**src/rtl/serial_subtractor.sv**
```systemverilog
// Bit-serial unsigned subtractor: one full-subtractor slice plus a borrow flop,
// LSB-first, with valid/ready handshakes on the operand and result sides.
module serial_subtractor #(
  parameter int unsigned WIDTH = 8
) (
  input  logic             clk,
  input  logic             rst,
  input  logic             in_valid,
  output logic             in_ready,
  input  logic [WIDTH-1:0] a,
  input  logic [WIDTH-1:0] b,
  output logic             out_valid,
  input  logic             out_ready,
  output logic [WIDTH-1:0] diff,
  output logic             borrow
);

  localparam int unsigned CW = $clog2(WIDTH + 1);
  localparam logic [CW-1:0] LAST = CW'(WIDTH - 1);

  typedef enum logic [1:0] {
    IDLE,
    SHIFT,
    DONE
  } state_t;

  state_t           state;
  state_t           state_next;
  logic [WIDTH-1:0] sa;
  logic [WIDTH-1:0] sb;
  logic [WIDTH-1:0] sd;
  logic [WIDTH-1:0] sd_next;
  logic [CW-1:0]    cnt;
  logic             br;
  logic             br_next;
  logic             d;

  always_ff @(posedge clk or posedge rst) begin
    if (rst) begin
      state <= IDLE;
    end else begin
      state <= state_next;
    end
  end

  always_comb begin
    state_next = state;
    in_ready   = 1'b0;
    out_valid  = 1'b0;
    case (state)
      IDLE: begin
        in_ready = 1'b1;
        if (in_valid) state_next = SHIFT;
      end
      SHIFT: begin
        if (cnt == LAST) state_next = DONE;
      end
      DONE: begin
        out_valid = 1'b1;
        if (out_ready) state_next = IDLE;
      end
      default: state_next = IDLE;
    endcase
  end

  // Full-subtractor slice; the MSB insert is written as shift-then-overwrite
  // so the same expression holds for WIDTH=1.
  always_comb begin
    d                = sa[0] ^ sb[0] ^ br;
    br_next          = (~sa[0] & sb[0]) | (~(sa[0] ^ sb[0]) & br);
    sd_next          = sd >> 1;
    sd_next[WIDTH-1] = d;
  end

  always_ff @(posedge clk or posedge rst) begin
    if (rst) begin
      sa  <= '0;
      sb  <= '0;
      sd  <= '0;
      cnt <= '0;
      br  <= 1'b0;
    end else begin
      case (state)
        IDLE: begin
          if (in_valid) begin
            sa  <= a;
            sb  <= b;
            sd  <= '0;
            cnt <= '0;
            br  <= 1'b0;
          end
        end
        SHIFT: begin
          sa  <= sa >> 1;
          sb  <= sb >> 1;
          sd  <= sd_next;
          br  <= br_next;
          cnt <= cnt + 1'b1;
        end
        default: ;
      endcase
    end
  end

  assign diff   = out_valid ? sd : '0;
  assign borrow = out_valid & br;

endmodule
```
**config.mk**
```make
export PLATFORM = sky130hd
export DESIGN_NAME = serial_subtractor
export DESIGN_NICKNAME = d
export VERILOG_FILES = /design/src/rtl/serial_subtractor.sv
export SDC_FILE = /design/constraint.sdc
export NUM_CORES = 1
export LEC_CHECK = 0
export BUFFER_PORTS_ARGS = -buffer_cell sky130_fd_sc_hd__buf_2
export CAP_MARGIN = 5
export CORE_MARGIN = 2
export CORE_UTILIZATION = 53
export DETAILED_ROUTE_END_ITERATION = 8
export PLACE_DENSITY_LB_ADDON = 0.3
export SLEW_MARGIN = 20
export SYNTH_ARGS = -nofsm -noshare
export SYNTH_HDL_FRONTEND = slang
export SYNTH_SLANG_ARGS = --single-unit
```
**constraint.sdc**
```tcl
create_clock -name clk -period 1.2 [get_ports clk]
set_input_delay 0.24 -clock clk [delete_from_list [all_inputs] [get_ports clk]]
set_output_delay 0.24 -clock clk [all_outputs]
set_load 0.03 [all_outputs]
```
==> impl_metrics.csv <==
group,metric,value,unit
route,ant_nets,0,
floorplanning,rows,19,
global_route,grt_usage,0.227,
pwr,power_frac_seq,0.413,
layout,nNetsFinal,221,
pwr,p_leak,1.11,nW
floorplanning,start_util,0.547,
worst_setup_path,worst-path-buf-inv,1,
pwr,p_sw,1.52,mW
timing,skew,0.00549,ns
place,post-dp-hpwl,2090,um
place,portBuffers,30,
layout,antennaDiodeCount,0,
worst_setup_path,startpoint_type,"flop",
cts,cts.sinks,31,
worst_setup_path,cpLargestDelayFamily,"flip-flops",
hold_path,worstHoldStart,"b[7]",
worst_setup_path,critPathSlowestCell,"dfrtp_2",
timing,timing.final.ws_setup,-0.349,ns
timing,rsz0062_at_grt,"yes",
worst_setup_path,r2r_slack,-0.21,ns
global_route,grt_max_degree,32,
pwr,vdd_ir_drop_max,1.75,mV
hold_path,holdPathEnd,"sb[7]$_DFFE_PP0P_",
synthesis,yosysUniqueCellTypes,24,
worst_setup_path,r2r_end,"sa[7]$_DFFE_PP0P_",
worst_setup_path,criticalPathCategory,"reg -> out",
synthesis,synth_top_flop_cell,"dfrtp_1",
global_route,grt_pass1_vias,1289,
worst_setup_path,reg2reg_from,"state[0]$_DFFE_PP0P_",
synthesis,yosysTopAreaCell,"dfrtp_1",
synthesis,syn_area,1470,um^2
pwr,p_int,2.80,mW
floorplanning,die_h,56.7,um
timing,finalCritPeriodShare,1.29,
layout,areaGrowthSynthToFinish,47.2,%
worst_setup_path,cp.arrival,1.31,ns
place,place_congestion,0.878,
cts,path_clk_slew,0.09,ns
timing,finalMaxSlewViolations,0,
timing,setup-violations-final,42,
floorplanning,die-area,3210,um^2
synthesis,syn_nets,165,
hold_path,min_path_cells,2,
route,drt-initial-drc-count,26,
timing,final-hold-violation-count,0,
worst_setup_path,required,0.96,ns
outcome,status,"finished, violations left",
global_route,grt_pass1_wl,5600,um
synthesis,avgSynthCellArea,10.3,um^2
route,postRouteWirelength,3390,um
cts,numCtsBuffers,5,
synthesis,yosysMostFrequentCell,"dfrtp_1",
synthesis,synth_cells,143,
timing,finalCriticalPeriod,1.55,ns
synthesis,async_flop_share,1.00,
synthesis,synth_commonest_cells,"31 x dfrtp_1, 17 x nand2_1, 15 x a21oi_1",
synthesis,netlist.area_leader.share,0.528,
global_route,grt-ovfl-total,0,
route,wl_per_cell,14.7,um
floorplanning,ios,31,
floorplanning,core,2690,um^2
synthesis,synth-edff-count,0,
cts,cts_max_level,2,
flow_run,maxCapViolCount,0,
cts,cts_tree,"built",
pwr,p_total,4.32,mW
floorplanning,fp.dieW,56.7,um
worst_setup_path,cp_cell_sequence,"nor2b_4 -> and2_2 -> buf_6",
pwr,power_density,2000,nW/um^2
worst_setup_path,max_stage_delay,0.49,ns
route,drc,0,
timing,max_slew.worst_pin.slew,0.401,ns
hold_path,holdCritPathClass,"in -> reg",
place,dp_cells,211,
worst_setup_path,cp_max_fo,6,
route,dr.pass1.iters,4,
layout,drive_above_1_share,0.525,
cts,clk_latency,0.34,ns
synthesis,ys_top_cells_by_area,"dfrtp_1 53%, and3b_1 8.3%, a22o_1 6.6%, a21oi_1 5.1%, o21ai_1 4.4%",
route,via_per_inst,5.50,
cts,cts_buffer_depth,2,
pwr,swShare,0.352,
worst_setup_path,worstRegToRegCells,5,
layout,final_cells,231,
synthesis,synth_seq_cells,31,
cts,root_buffer,"clkbuf_4",
timing,max_slew_margin,0.733,
pwr,p_clk_frac,0.162,
timing,fmax,646,MHz
outcome,violations,"negative setup slack",
synthesis,yosysWarnings,0,
pwr,combPwrFrac,0.425,
worst_setup_path,end_kind,"primary output",
synthesis,seq_area_frac_synth,0.528,
route,via_count,1271,
global_route,antenna_found_initial,0,
[kinds of logic after synthesis]
| logic type | share of synthesized area |
|---|---|
| compound gates | 0.201 |
| mux | 0.00681 |
| simple gates | 0.191 |
| fa+ha+maj | 0.0221 |
| buf+inv | 0.0519 |
| flops | 0.528 |
[per-stage QoR]
step	setup TNS (ns)	util	setup WS, ns	instance area (um^2)	hold slack (ns)
global route	-11.15	0.806	-0.393	2160	0.165
detailed placement	-1.91	0.660	-0.0750	1770	0.341
CTS	-4.50	0.744	-0.346	2000	0.151
floorplan	-0.541	-	-0.0659	1500	0.344
finish	-9.09	0.806	-0.349	2160	0.149
global placement	-0.413	0.660	-0.0238	1770	0.331
[area by class of cell]
type / count / area (um^2)
inverters: 4 / 15.0
clock buffers: 8 / 68.8
fillers: 158 / 522
flip-flops and latches: 31 / 777
multi-input cells: 98 / 754
well taps: 31 / 38.8
repair buffers: 59 / 510
[power by group through the flow]
stage	Clock (mW)	Sequential (mW)	Combinational, mW
2_1_floorplan	0	1.67	0.986
3_3_place_gp	0	1.71	1.36
3_5_place_dp	0	1.74	1.43
4_1_cts	0.702	1.74	1.56
5_1_grt	0.751	1.83	2.00
6_report	0.699	1.79	1.84
[worst max path at each step]
stage / from / end / slack, ns / cells after the start
2_1_floorplan: state[1]$_DFFE_PP0P_ / borrow / -0.07 / 4
3_3_place_gp: state[0]$_DFFE_PP0P_ / diff[6] / -0.02 / 3
3_5_place_dp: state[0]$_DFFE_PP0P_ / diff[5] / -0.07 / 3
4_1_cts: state[0]$_DFFE_PP0P_ / diff[5] / -0.35 / 3
5_1_grt: state[0]$_DFFE_PP0P_ / diff[4] / -0.39 / 3
6_report: state[0]$_DFFE_PP0P_ / diff[5] / -0.35 / 3
[flip-flops by register name (all words and copies together) (netlist names)]
signal and count:
cnt 4, state 2, sa 8, sd 8
br 1, sb 8
[cell usage in the layout (no fill, tap or decap), types with 3 or more instances in the layout]
cell / synthesis / final
o21ai_2: 0 / 7
buf_6: 0 / 18
dfrtp_1: 31 / 30
nand2_2: 0 / 14
buf_4: 3 / 17
a22o_1: 11 / 11
o21ai_1: 13 / 8
and3b_1: 14 / 14
clkbuf_4: 0 / 5
and2_2: 0 / 4
buf_2: 7 / 19
inv_1: 4 / 3
and2_4: 0 / 5
a21oi_1: 15 / 13
[worst register-to-register path, stage by stage (launching register included)]
cell and delay, ns:
dfrtp_2 0.49, buf_12 0.16, buf_8 0.11, o21bai_4 0.27, buf_6 0.19, a32o_1 0.13
[layer usage]
metal	up-vias	wire [um]	global-route usage
li1	621	-	-
met1	614	1440	0.274
met2	29	1770	0.392
met3	7	152	0.0484
met4	0	31	0.0884
met5	-	0	0
[repair_timing]
item	4_1_cts	5_1_grt
hold endpoints to repair	31	0
cloned	1	2
hold buffers	1	0
gates resized for setup	39	32
buffers inserted	3	5
endpoints found under the setup margin	41	42
pin swaps	11	14
No activity file was read; power rests on OpenSTA's default activity.
